`src/rtl/sa_feed_ctrl_if.sv`:
```
// Load/start handshake and SA-facing outputs of the systolic-array feed sequencer.
interface sa_feed_ctrl_if #(
   parameter int DATA_W = 8
);
   logic              load_valid;
   logic              load_ready;
   logic [DATA_W-1:0] load_data;
   logic              start;
   logic              busy;
   logic              sa_clear;
   logic              feed_active;
   logic [DATA_W-1:0] subject_out_1;
   logic [DATA_W-1:0] subject_out_2;
   logic [DATA_W-1:0] subject_out_3;
   logic              done;

   modport master (
      output load_valid, load_data, start,
      input  load_ready, busy, sa_clear, feed_active,
             subject_out_1, subject_out_2, subject_out_3, done
   );

   modport slave (
      input  load_valid, load_data, start,
      output load_ready, busy, sa_clear, feed_active,
             subject_out_1, subject_out_2, subject_out_3, done
   );
endinterface

```
`src/rtl/sa_feed_ctrl.sv`:
```
// Buffers a 3-lane subject matrix, then clears the SA and streams it with a per-lane diagonal skew.
module sa_feed_ctrl #(
   parameter int DATA_W       = 8,
   parameter int COLS         = 8,
   parameter int DRAIN_CYCLES = 4
) (
   input  logic          clk,
   input  logic          reset,
   sa_feed_ctrl_if.slave bus
);
   localparam int TOT = 3 * COLS;
   localparam int WW  = $clog2(TOT + 1);
   localparam int AW  = $clog2(TOT);
   localparam int TW  = $clog2(COLS + 3);
   localparam int DW  = (DRAIN_CYCLES > 0) ? $clog2(DRAIN_CYCLES + 1) : 1;

   typedef enum logic [2:0] {IDLE, CLEAR, FEED, DRAIN, DONE} state_t;

   state_t                      state, state_n;
   logic [WW-1:0]               wr_cnt;
   logic [TW-1:0]               t;
   logic [DW-1:0]               d_cnt;
   logic [DATA_W-1:0]           mem [TOT];
   logic                        full, accept;
   logic [2:0][DATA_W-1:0]      feed_val, subj;
   logic                        clr_q, fa_q, done_q;
   int                          col;

   assign full           = (wr_cnt == WW'(TOT));
   assign bus.load_ready = (state == IDLE) && !full;
   assign accept         = bus.load_valid && bus.load_ready;
   assign bus.busy       = (state != IDLE);

   always_ff @(posedge clk or posedge reset) begin
      if (reset) state <= IDLE;
      else       state <= state_n;
   end

   always_comb begin
      state_n = state;
      case (state)
         IDLE:  if (bus.start && full) state_n = CLEAR;
         CLEAR: state_n = FEED;
         FEED:  if (t == TW'(COLS + 1)) state_n = (DRAIN_CYCLES == 0) ? DONE : DRAIN;
         DRAIN: if (d_cnt == DW'(DRAIN_CYCLES - 1)) state_n = DONE;
         DONE:  state_n = IDLE;
         default: state_n = IDLE;
      endcase
   end

   // Counters saturate at their terminal value; leaving the state rearms them.
   always_ff @(posedge clk or posedge reset) begin
      if (reset) begin
         wr_cnt <= '0;
         t      <= '0;
         d_cnt  <= '0;
      end else begin
         if (state == DONE)  wr_cnt <= '0;
         else if (accept)    wr_cnt <= wr_cnt + 1'b1;
         if (state != FEED)               t <= '0;
         else if (t != TW'(COLS + 1))     t <= t + 1'b1;
         if (state != DRAIN)                       d_cnt <= '0;
         else if (d_cnt != DW'(DRAIN_CYCLES - 1))  d_cnt <= d_cnt + 1'b1;
      end
   end

   always_ff @(posedge clk) begin
      if (accept) mem[AW'(wr_cnt)] <= bus.load_data;
   end

   // Lane k (0-based) lags by k cycles; out-of-range columns feed zero.
   always_comb begin
      feed_val = '0;
      col      = 0;
      if (state == FEED) begin
         for (int k = 0; k < 3; k++) begin
            col = int'(t) - k;
            if (col >= 0 && col < COLS) feed_val[k] = mem[AW'(k * COLS + col)];
         end
      end
   end

   always_ff @(posedge clk or posedge reset) begin
      if (reset) begin
         clr_q  <= 1'b0;
         fa_q   <= 1'b0;
         done_q <= 1'b0;
         subj   <= '0;
      end else begin
         clr_q  <= (state == CLEAR);
         fa_q   <= (state == FEED);
         done_q <= (state == DONE);
         subj   <= feed_val;
      end
   end

   assign bus.sa_clear      = clr_q;
   assign bus.feed_active   = fa_q;
   assign bus.done          = done_q;
   assign bus.subject_out_1 = subj[0];
   assign bus.subject_out_2 = subj[1];
   assign bus.subject_out_3 = subj[2];
endmodule

```
`src/flat_wrapper.sv`:
```
// flat-port wrapper written by rule: the top's interface ports become plain ports
module sa_feed_ctrl_flat 
#(
   parameter int DATA_W       = 8,
   parameter int COLS         = 8,
   parameter int DRAIN_CYCLES = 4
)
  (clk, reset, bus_load_valid, bus_load_data, bus_start, bus_load_ready, bus_busy, bus_sa_clear, bus_feed_active, bus_subject_out_1, bus_subject_out_2, bus_subject_out_3, bus_done);
  sa_feed_ctrl_if #(.DATA_W(DATA_W)) bus_i ();
  input  logic clk;
  input  logic reset;
  input wire logic [$bits(bus_i.load_valid)-1:0] bus_load_valid;
  input wire logic [$bits(bus_i.load_data)-1:0] bus_load_data;
  input wire logic [$bits(bus_i.start)-1:0] bus_start;
  output wire logic [$bits(bus_i.load_ready)-1:0] bus_load_ready;
  output wire logic [$bits(bus_i.busy)-1:0] bus_busy;
  output wire logic [$bits(bus_i.sa_clear)-1:0] bus_sa_clear;
  output wire logic [$bits(bus_i.feed_active)-1:0] bus_feed_active;
  output wire logic [$bits(bus_i.subject_out_1)-1:0] bus_subject_out_1;
  output wire logic [$bits(bus_i.subject_out_2)-1:0] bus_subject_out_2;
  output wire logic [$bits(bus_i.subject_out_3)-1:0] bus_subject_out_3;
  output wire logic [$bits(bus_i.done)-1:0] bus_done;
  assign bus_i.load_valid = bus_load_valid;
  assign bus_i.load_data = bus_load_data;
  assign bus_i.start = bus_start;
  assign bus_load_ready = bus_i.load_ready;
  assign bus_busy = bus_i.busy;
  assign bus_sa_clear = bus_i.sa_clear;
  assign bus_feed_active = bus_i.feed_active;
  assign bus_subject_out_1 = bus_i.subject_out_1;
  assign bus_subject_out_2 = bus_i.subject_out_2;
  assign bus_subject_out_3 = bus_i.subject_out_3;
  assign bus_done = bus_i.done;
  sa_feed_ctrl #(.DATA_W(DATA_W), .COLS(COLS), .DRAIN_CYCLES(DRAIN_CYCLES)) u_core (.clk(clk), .reset(reset), .bus(bus_i));
endmodule
```
`config.mk`:
```
export PLATFORM = sky130hd
export DESIGN_NAME = sa_feed_ctrl_flat
export DESIGN_NICKNAME = d
export VERILOG_FILES = /design/src/rtl/sa_feed_ctrl_if.sv /design/src/rtl/sa_feed_ctrl.sv /design/src/flat_wrapper.sv
export SDC_FILE = /design/constraint.sdc
export NUM_CORES = 1
export LEC_CHECK = 0
export BUFFER_PORTS_ARGS = -buffer_cell sky130_fd_sc_hd__clkbuf_2
export CORE_MARGIN = 10
export CORE_UTILIZATION = 55
export CTS_BUF_LIST = sky130_fd_sc_hd__clkbuf_8
export CTS_CLUSTER_SIZE = 14
export DETAILED_ROUTE_END_ITERATION = 8
export HOLD_SLACK_MARGIN = 0.12
export PLACE_DENSITY = 0.71
export SYNTH_ARGS = -nofsm -noshare
export SYNTH_HDL_FRONTEND = slang
export SYNTH_SLANG_ARGS = --single-unit
```
`constraint.sdc`:
```
create_clock -name clk -period 2.58 [get_ports clk]
set_input_delay 0.258 -clock clk [delete_from_list [all_inputs] [get_ports clk]]
set_output_delay 0.258 -clock clk [all_outputs]
set_load 0.1 [all_outputs]
```
==> metrics.md, run 1 <==
| Metric | Value |
|---|---|
| CTS clk-pin slew, worst paths | 70 ps |
| Sequential Area | 6820 µm² |
| Area Growth Syn to Fin | 14.3% |
| Nets@finish | 645 |
| Largest net degree at the start of global routing | 52 |
| Syn Inst Count | 536 |
| Initial Utilization | 55.8% |
| Post-synthesis compound-gate area fraction | 3.55% |
| Final hold viol count | 0 |
| Cell variety after synth | 43 |
| Top post-synthesis cells by area | edfxtp_1 (63%), dfrtp_1 (11%), mux4_2 (7.6%) |
| Row count | 47 |
| DP HPWL | 11700 µm |
| Die Y | 149 µm |
| Worst VDD drop | 0.622 mV |
| Combinational power share | 17.8% |
| Syn_nets | 560 |
| Detailed Route WL | 18700 µm |
| Cts bufs inserted | 35 |
| Synth Cell Area | 9190 µm² |
| Die area | 22300 µm² |
| Post-synthesis mux area share | 11.6% |
| Final slew viol count | 0 |
| Worst r2r src | u_core.state[1]$_DFFE_PP0P_ |
| Max incr delay on CP | 430 ps |
| Post-synthesis sequential area ratio | 74.2% |
| Ys flop type | edfxtp_1 |
| Hold Crit Start | bus_load_valid |
| R2r setup slk | 320 ps |
| Final Non-Filler Cells | 868 |
| Sw power | 2.65 mW |
| Routed vias | 4957 |
| Met2 Use GR | 28.2% |
| Placed inst area | 9800 µm² |
| DR pass1 iterations | 5 |
| Drc violations | 0 |
| Buf+Inv Stages, Crit Path | 2 |
| Post-Place Cells | 803 |
| GPL Wtd Cong | 0.861 |
| Sequential Power Share | 49.7% |
| Post-synthesis cell type with the largest combined area | edfxtp_1 |
| Largest family of logic cells by synthesized area | multiplexers |
| Layout cell share with drive strength beyond 1 | 25.5% |
| Setup bufs post-CTS | 0 |
| I/O pin count | 41 |
| Top-count cell post-synth | edfxtp_1 |
| Final setup violation count | 0 |
| Share of the synthesized area in the top cell type | 62.7% |
| YS warnings | 0 |
| Number of synthesized flops with an enable pin | 192 |
| Maxcap violations | 0 |
| Final Power | 9.12 mW |
| # H-tree levels | 2 |
| Mean Syn Cell Area | 17.1 µm² |
| RSZ-0062 raised after global routing | no |
| Fin crit period | 2420 ps |
| Setup TNS Final | 0 ps |
| Critical path class | reg2out |
| Number of global-route vias before repair | 5251 |
| DR iter-0 viols | 475 |
| Post-Synth Simple-Gate Area | 6.59% |
| Fin crit share | 93.7% |
| Switch share | 29.1% |
| Cell Int Power | 6.47 mW |
| Setup crit start kind | register |
| Crit-path slowest cell | buf_2 |
| Status | finished clean |
| Final Skew | 19.8 ps |
| Global route overflow | 0 |
| Final ANT Viol Nets | 0 |
| Synth async-reset ratio | 17.9% |
| Pwr Density | 868 nW/µm² |
| Delay-heaviest family, CP | buffers and inverters |
| Slew HR | 39.9% |
| FF+latch count, synth | 234 |
| CTS tree | done |
| CP Max Fanout | 5 |
| CTS root buffer | clkbuf_8 |
| Hold_ws | 225 ps |
| Die Wd | 149 µm |
| Critical Path Sink Type | output pin |
| # diodes | 0 |
| XOR/XNOR Fraction of Synth Area | 0.585% |
| CP startpoint | u_core.wr_cnt[0]$_DFFE_PP0P_ |
| Area of the multi-input gates | 2210 µm² |
| Adder-Cell Fraction of Synth Area | 1.63% |
| F_max | 0.414 GHz |
| Met3 usage | 3.85% |
| GR Util All Layers | 17.2% |
| Wirelength per Cell | 21.5 µm |
| Vias per cell | 5.71 |
| Clock power share | 32.5% |
| Final Instance Area | 10500 µm² |
| Total core area | 16500 µm² |
| Filler cells | 1174 |
| Worst Hold Class | in2reg |
| Worst-Margin Slew | 901 ps |
| Synth cell count leaders | edfxtp_1 (192), nand2_1 (58), dfrtp_1 (42), nor2_1 (39), mux2i_1 (36) |
| Leakage | 3.74 nW |
| CP arrival | 2160 ps |
| Critical Path RT | 2320 ps |
| Clock Sinks | 234 |
| Busiest layer in global routing | met2 |
| Worst-Skew Late Latency | 520 ps |
| Met1 Use GR | 22.5% |
| First-pass GRT wire length | 29500 µm |
| PortBufs | 40 |
| Initial antenna violation count | 0 |
| Clock buffer depth | 3 |
| Critical path cell sequence | inv_1 > ha_1 > and4b_1 > nor2_2 > buf_2 |
-- power by group through the flow --
stage | Clock, mW | Combinational (mW) | Sequential (mW)
after floorplan | 0 | 1.02 | 4.73
after global placement | 0 | 1.59 | 4.59
after detailed placement | 0 | 1.63 | 4.61
after CTS | 3.02 | 1.63 | 4.53
after global routing | 3.20 | 1.77 | 4.56
final | 2.96 | 1.63 | 4.53
-- registers in the layout, summed over array words and instances (netlist names) --
register                  cells
u_core.mem                  192
u_core.bus.sa_clear           1
u_core.d_cnt                  3
u_core.bus.feed_active        1
u_core.state                  3
u_core.bus.done               1
u_core.bus.subject_out_2      8
u_core.t                      4
u_core.wr_cnt                 5
u_core.bus.subject_out_1      8
u_core.bus.subject_out_3      8
-- per-stage QoR --
step                utilization, %  setup slack, ps
floorplan                        -             96.2
CTS                           63.8              109
finish                        63.8              162
global route                  63.8             26.2
global placement              59.5              368
detailed placement            59.5              303
-- timing repair --
action	CTS	global route
hold endpoints to repair	21	0
hold buffers	1	0
endpoints found under the setup margin	0	1
gates resized for setup	0	1
-- worst paths after layout --
check,to,cells past startpoint
worst max-delay path,bus_load_ready,5
worst min-delay path,u_core.wr_cnt[2]$_DFFE_PP0P_,4
worst max register to register,u_core.mem[15][7]$_DFFE_PP_,3
worst min register to register,u_core.d_cnt[2]$_DFFE_PP0P_,2
max in group asynchronous,u_core.t[0]$_DFFE_PP0P_,4
min in group asynchronous,u_core.bus.subject_out_2[6]$_DFF_PP0_,3
-- kinds of logic after synthesis --
| family | count (synthesis) |
|---|---|
| fa+ha+maj | 12 |
| xor+xnor | 4 |
| buf+inv | 36 |
| flops | 234 |
| simple gates | 132 |
| mux | 68 |
| compound gates | 50 |
-- layout make-up --
cell class | count | share of cell area (%)
Clock buffer | 38 | 4.98
Clock inverter | 26 | 1.63
Inverter | 10 | 0.357
Multi-Input combinational cell | 266 | 21.0
Sequential cell | 234 | 64.9
Tap cell | 220 | 2.62
Timing Repair Buffer | 74 | 4.48
-- routing by layer --
metal,share of wire (%),wire length (µm),vias to the layer above
li1,-,-,2218
met1,41,7720,2511
met2,50,9370,206
met3,7.3,1360,22
met4,1.2,221,0
met5,0,0,-
-- tightest hold or removal path: stages --
cell and delay (ps):
clkbuf_2 120, nand2_1 100, a21oi_1 60, o21ai_0 150
-- cell usage in the layout (no fill, tap or decap), types with 2 or more instances in the layout --
cell type | synthesis | final
nand3b_1 | 2 | 2
a221oi_1 | 9 | 9
clkinv_1 | 0 | 6
nor2_1 | 39 | 38
clkbuf_8 | 0 | 38
o21ai_1 | 2 | 2
inv_1 | 10 | 15
nand2b_1 | 4 | 4
a21oi_1 | 19 | 19
dfrtp_1 | 42 | 41
and2_1 | 3 | 3
bufinv_16 | 0 | 2
o21ai_0 | 5 | 5
xnor2_1 | 2 | 2
nor3b_1 | 2 | 2
nand4_1 | 2 | 2
clkbuf_2 | 0 | 39
or3_1 | 3 | 3
buf_4 | 3 | 32
and3_1 | 3 | 3
mux2i_1 | 36 | 36
ha_1 | 12 | 12
nor2b_1 | 4 | 4
nor3_1 | 5 | 5
a211oi_1 | 3 | 3
nand2_1 | 58 | 58
clkinv_2 | 0 | 10
a22oi_1 | 8 | 8
mux4_2 | 31 | 31
edfxtp_1 | 192 | 192
No activity file was read; power rests on OpenSTA's default activity.
==> inputs of run 2 (changes only) <==
Settings changed: HOLD_SLACK_MARGIN 0.12 to 0.15, PLACE_DENSITY 0.71 to 0.74.
Clock period 2.58 ns to 1.97 ns, I/O delays scaled along.
==> run 2 against run 1 <==
Against the previous run: register-to-register slack got worse by 390 ps; via count increased by 0.44%; worst hold slack improved by 21 ps; critical endpoint is now u_core.mem[9][2]$_DFFE_PP_; critical path depth decreased by 2; largest cell class unchanged; the flow now finishes with violations (negative setup slack); total power increased by 33%.
==> metrics.md, run 2 (synthesized netlist as in run 1, its figures left out) <==
| Metric | Value |
|---|---|
| Area Growth Syn to Fin | 16.3% (was 14.3%) |
| Max reg flops | 192 (unchanged) |
| Setup TNS Final | -4150 ps (was 0 ps) |
| Commonest non-fill, non-tap cells in the layout | edfxtp_1 (192), nand2_1 (57), dfrtp_1 (41) (was edfxtp_1 (192), nand2_1 (58), dfrtp_1 (41)) |
| Leakage | 3.75 nW (was 3.74 nW) |
| Detailed Route WL | 19300 µm (was 18700 µm) |
| DR iter-0 viols | 521 (was 475) |
| Routed vias | 4979 (was 4957) |
| Die Y | 149 µm (unchanged) |
| Vias per cell | 5.74 (was 5.71) |
| Global route overflow | 0 (unchanged) |
| # H-tree levels | 2 (unchanged) |
| F_max | 0.490 GHz |
| Slew HR | 54.1% (was 39.9%) |
| Fin crit share | 103% |
| CTS root buffer | clkbuf_8 (unchanged) |
| Worst-Margin Slew | 688 ps (was 901 ps) |
| Reg with most FFs | u_core.mem (unchanged) |
| Initial Utilization | 55.8% (unchanged) |
| Wirelength per Cell | 22.2 µm (was 21.5 µm) |
| Worst-Skew Late Latency | 520 ps (about the same) |
| Hold_ws | 246 ps (was 225 ps) |
| Drc violations | 0 (unchanged) |
| # diodes | 0 (unchanged) |
| Maxcap violations | 0 (unchanged) |
| DR pass1 iterations | 5 (unchanged) |
| Critical path class | reg2reg (was reg2out) |
| Largest net degree at the start of global routing | 52 (unchanged) |
| DP HPWL | 12400 µm (was 11700 µm) |
| First-pass GRT wire length | 29500 µm (about the same) |
| CP arrival | 2230 ps (was 2160 ps) |
| Clock Sinks | 234 (unchanged) |
| Total core area | 16500 µm² (unchanged) |
| Worst Hold Class | in2reg (unchanged) |
| Worst VDD drop | 0.794 mV (was 0.622 mV) |
| Final ANT Viol Nets | 0 (unchanged) |
| RSZ-0062 raised after global routing | yes (was no) |
| Initial antenna violation count | 0 (unchanged) |
| Cts bufs inserted | 37 (was 35) |
| Layout cell share with drive strength beyond 1 | 29.6% (was 25.5%) |
| Final setup violation count | 112 (was 0) |
| CP Max Fanout | 8 (was 5) |
| PortBufs | 40 (unchanged) |
| Critical Path Sink Type | register (was output pin) |
| Final Skew | 20.9 ps (was 19.8 ps) |
| Nets@finish | 649 (was 645) |
| Clock buffer depth | 3 (unchanged) |
| Pwr Density | 1140 nW/µm² (was 868 nW/µm²) |
| Fin crit period | 2040 ps |
| Number of global-route vias before repair | 5186 (was 5251) |
| Final slew viol count | 0 (unchanged) |
| Commonest non-fill, non-tap cell in the layout | edfxtp_1 (unchanged) |
| Die Wd | 149 µm (unchanged) |
| Critical Path RT | 2160 ps (was 2320 ps) |
| GPL Wtd Cong | 0.824 (was 0.861) |
| Final Instance Area | 10700 µm² (was 10500 µm²) |
| R2R depth | 3 (unchanged) |
| Status | finished with violations (was finished clean) |
| Placed inst area | 9960 µm² (was 9800 µm²) |
| Final WS setup | -68.8 ps (was 162 ps) |
| I/O pin count | 41 (unchanged) |
| GR Util All Layers | 17.6% (was 17.2%) |
| CTS tree | done (unchanged) |
| Utilization after layout | 64.9% (was 63.8%) |
| Hold Crit Depth | 5 (was 4) |
| Setup crit start kind | register (unchanged) |
| CTS clk-pin slew, worst paths | 60 ps (was 70 ps) |
| Final hold viol count | 0 (unchanged) |
| Die area | 22300 µm² (unchanged) |
| Failing checks | negative setup slack |
| Row count | 47 (unchanged) |
[run 2: cell type report]
type / instances / area [µm²]
sequential: 234 / 6820
tap: 220 / 275
multi-input combinational: 266 / 2370
clock buffer: 37 / 509
timing repair buffer: 76 / 543
fill: 1143 / 5780
inverter: 10 / 40.0
clock inverter: 25 / 129
[run 2: through the flow]
stage / setup WS [ps] / std cells / total power, mW
after global routing: -104 / 868 / 12.7
after detailed placement: -105 / 801 / 8.50
after global placement: -66.9 / 801 / 8.42
after CTS: -72.9 / 867 / 12.2
after floorplan: -86.4 / 536 / 7.76
final: -68.8 / 868 / 12.2
[run 2: timing repair]
action | 4_1_cts | 5_1_grt
endpoints found under the hold margin | 25 | 0
endpoints found under the setup margin | 112 | 155
hold buffers | 1 | 0
pin swaps | 8 | 1
buffers inserted | 3 | 1
gates resized for setup | 6 | 9
[run 2: critical path, stage by stage (launching register included)]
cell     delay, ps
dfrtp_1        380
or4b_4         600
or3b_4         500
nor2_4         240
[run 2: power breakdown]
| part | internal, mW | switching, mW | leakage [nW] | total [mW] |
|---|---|---|---|---|
| sequential | 5.75 | 0.148 | 2.31 | 5.90 |
| clock | 1.88 | 1.76 | 0.376 | 3.64 |
| combinational | 0.884 | 1.74 | 1.07 | 2.62 |
[run 2: worst paths after layout]
kind / startpoint / end / slack, ps
max: u_core.state[2]$_DFFE_PP0P_ / u_core.mem[9][2]$_DFFE_PP_ / -70
max in group asynchronous: reset / u_core.bus.subject_out_2[1]$_DFF_PP0_ / 1030
min in group asynchronous: reset / u_core.state[0]$_DFFE_PP0P_ / 320
max reg2reg: u_core.state[2]$_DFFE_PP0P_ / u_core.mem[9][2]$_DFFE_PP_ / -70
min: bus_load_valid / u_core.wr_cnt[1]$_DFFE_PP0P_ / 250
min reg2reg: u_core.d_cnt[2]$_DFFE_PP0P_ / u_core.d_cnt[2]$_DFFE_PP0P_ / 510
[run 2: metal layers]
metal | track usage [%] | vias to the layer above | routed length [µm]
li1 | - | 2220 | -
met1 | 22.3 | 2566 | 7810
met2 | 29.3 | 164 | 9980
met3 | 4.13 | 29 | 1160
met4 | 5.74 | 0 | 345
met5 | 0 | - | 0
==> inputs of run 3 (changes only) <==
==> constraint.sdc (replaced) <==
create_clock -name clk -period 1.97 [get_ports clk]
set_input_delay 0.0985 -clock clk [delete_from_list [all_inputs] [get_ports clk]]
set_output_delay 0.0985 -clock clk [all_outputs]
set_load 0.1 [all_outputs]
==> run 3 against run 2 <==
Against the previous run: the flow still finishes with violations (negative setup slack); flip-flop and latch count is the same; global-route usage up 0.34 points; maximum frequency rose by 0.62%; worst hold slack worse by 39 ps; via count is 0.18% higher; design area grew 1.4%; critical path depth increased by 1; sequential power rose by 2%; die area did not move; sequential share of layout area is 0.87 points lower; total power rose by 2.5%; highest routed layer unchanged.
==> metrics.md, run 3 (synthesized netlist as in run 1, its figures left out) <==
| Metric | Value |
|---|---|
| # diodes | 0 (unchanged) |
| Vias per cell | 5.71 (was 5.74) |
| Worst Hold Class | in2async (was in2reg) |
| CP Max Fanout | 8 (unchanged) |
| CP arrival | 2220 ps (was 2230 ps) |
| Total core area | 16500 µm² (unchanged) |
| CTS clk-pin slew, worst paths | 60 ps (about the same) |
| DR iter-0 viols | 473 (was 521) |
| Commonest non-fill, non-tap cells in the layout | edfxtp_1 (192), nand2_1 (56), clkbuf_8 (42) (was edfxtp_1 (192), nand2_1 (57), dfrtp_1 (41)) |
| Layout cell share with drive strength beyond 1 | 30.3% (was 29.6%) |
| Worst-Margin Slew | 692 ps (was 688 ps) |
| Wirelength per Cell | 22.4 µm (was 22.2 µm) |
| Pwr Density | 1150 nW/µm² (was 1140 nW/µm²) |
| Commonest non-fill, non-tap cell in the layout | edfxtp_1 (unchanged) |
| Clock buffer depth | 3 (unchanged) |
| Worst-Skew Late Latency | 530 ps (was 520 ps) |
| Post-Place Cells | 800 (was 801) |
| Final slew viol count | 0 (unchanged) |
| Fin crit share | 103% (about the same) |
| Die Wd | 149 µm (unchanged) |
| Status | finished with violations (unchanged) |
| Final Non-Filler Cells | 873 (was 868) |
| Reg with most FFs | u_core.mem (unchanged) |
| RSZ-0062 raised after global routing | yes (unchanged) |
| Critical path class | reg2reg (unchanged) |
| Drc violations | 0 (unchanged) |
| Routed vias | 4988 (was 4979) |
| I/O pin count | 41 (unchanged) |
| Nets@finish | 649 (unchanged) |
| F_max | 0.494 GHz (was 0.490 GHz) |
| Worst VDD drop | 1.09 mV (was 0.794 mV) |
| PortBufs | 40 (unchanged) |
| Largest net degree at the start of global routing | 52 (unchanged) |
| Utilization after layout | 65.8% (was 64.9%) |
| Die Y | 149 µm (unchanged) |
| Global route overflow | 0 (unchanged) |
| Die area | 22300 µm² (unchanged) |
| Hold_ws | 207 ps (was 246 ps) |
| Final setup violation count | 103 (was 112) |
| Leakage | 3.81 nW (was 3.75 nW) |
| GPL Wtd Cong | 0.790 (was 0.824) |
| GR Util All Layers | 17.9% (was 17.6%) |
| Final Skew | 29.2 ps (was 20.9 ps) |
| Fin crit period | 2030 ps (was 2040 ps) |
| Setup crit start kind | register (unchanged) |
| Critical Path RT | 2170 ps (was 2160 ps) |
| Maxcap violations | 0 (unchanged) |
| First-pass GRT wire length | 30200 µm (was 29500 µm) |
| Area Growth Syn to Fin | 18.0% (was 16.3%) |
| R2R depth | 4 (was 3) |
| Final WS setup | -56.2 ps (was -68.8 ps) |
| Critical Path Sink Type | register (unchanged) |
| DP HPWL | 12500 µm (was 12400 µm) |
| Final hold viol count | 0 (unchanged) |
| Initial antenna violation count | 0 (unchanged) |
| Clock Sinks | 234 (unchanged) |
| Row count | 47 (unchanged) |
| Filler cells | 1115 (was 1143) |
| Slew HR | 53.9% (was 54.1%) |
| Max reg flops | 192 (unchanged) |
| Final ANT Viol Nets | 0 (unchanged) |
| CTS tree | done (unchanged) |
| Detailed Route WL | 19600 µm (was 19300 µm) |
| Number of global-route vias before repair | 5226 (was 5186) |
| Failing checks | negative setup slack (unchanged) |
| DR pass1 iterations | 5 (unchanged) |
| Initial Utilization | 55.8% (unchanged) |
| Cts bufs inserted | 37 (unchanged) |
| CTS root buffer | clkbuf_8 (unchanged) |
| # H-tree levels | 2 (unchanged) |
## run 3: cell count changes in the layout (fill, tap and decap cells not counted), sizes merged
cell,before,now
buf,37,35
clkbuf,75,81
clkinv,13,8
clkinvlp,0,1
dlygate4sd3,1,2
inv,21,25
## run 3: final cells by class
cell class	count	area (µm²)	share of cell area [%]
Multi-Input combinational cell	266	2430	22.4
Inverter	10	40.0	0.369
Tap cell	220	275	2.54
Clock buffer	42	578	5.33
Sequential cell	234	6820	62.9
Timing Repair Buffer	76	572	5.27
Clock inverter	25	126	1.17
## run 3: layer usage
metal  global-route usage, %  share of wire [%]  vias up
met5                       0                  0        -
met4                    6.92                2.0        0
met3                    3.25                6.3       26
met2                    28.9                 50      196
met1                    23.8                 42     2529
li1                        -                  -     2237
## run 3: what timing repair did
| action | CTS | global route |
|---|---|---|
| buffers inserted | 1 | 3 |
| hold buffers | 2 | 0 |
| endpoints found under the setup margin | 181 | 193 |
| pin swaps | 14 | 3 |
| resized for setup | 13 | 24 |
| endpoints found under the hold margin | 47 | 0 |
## run 3: worst paths after layout
path	slack, ps	startpoint	to
max	-60	u_core.state[0]$_DFFE_PP0P_	u_core.mem[16][3]$_DFFE_PP_
max reg2reg	-60	u_core.state[0]$_DFFE_PP0P_	u_core.mem[16][3]$_DFFE_PP_
min reg2reg	550	u_core.d_cnt[1]$_DFFE_PP0P_	u_core.d_cnt[1]$_DFFE_PP0P_
min	210	reset	u_core.bus.subject_out_1[7]$_DFF_PP0_
max in group asynchronous	1160	reset	u_core.bus.subject_out_2[3]$_DFF_PP0_
min in group clk	210	bus_start	u_core.state[0]$_DFFE_PP0P_
## run 3: critical path, cell delays in order, from the launching register on
cell	delay (ps)
dfrtp_1	380
or4b_4	590
or3_4	370
buf_6	140
nor2_4	220
## run 3: report_power, final
part	total (mW)	leakage [nW]	switching, mW	internal (mW)
Combinational	2.63	1.10	1.74	0.895
Clock	3.85	0.413	1.78	2.08
Sequential	5.99	2.30	0.228	5.76
## run 3: metrics by stage
| stage | total power [mW] | setup slack (ps) | setup TNS [ps] | instance area [µm²] |
|---|---|---|---|---|
| 6_report | 12.5 | -56.2 | -2450 | 10800 |
| 5_1_grt | 13.0 | -90.3 | -8160 | 10800 |
| 4_1_cts | 12.4 | -53.7 | -2430 | 10700 |
| 3_5_place_dp | 8.50 | -115 | -10320 | 9940 |
| 3_3_place_gp | 8.43 | -83.9 | -5190 | 9940 |
| 2_1_floorplan | 7.76 | -86.4 | -7940 | 9380 |
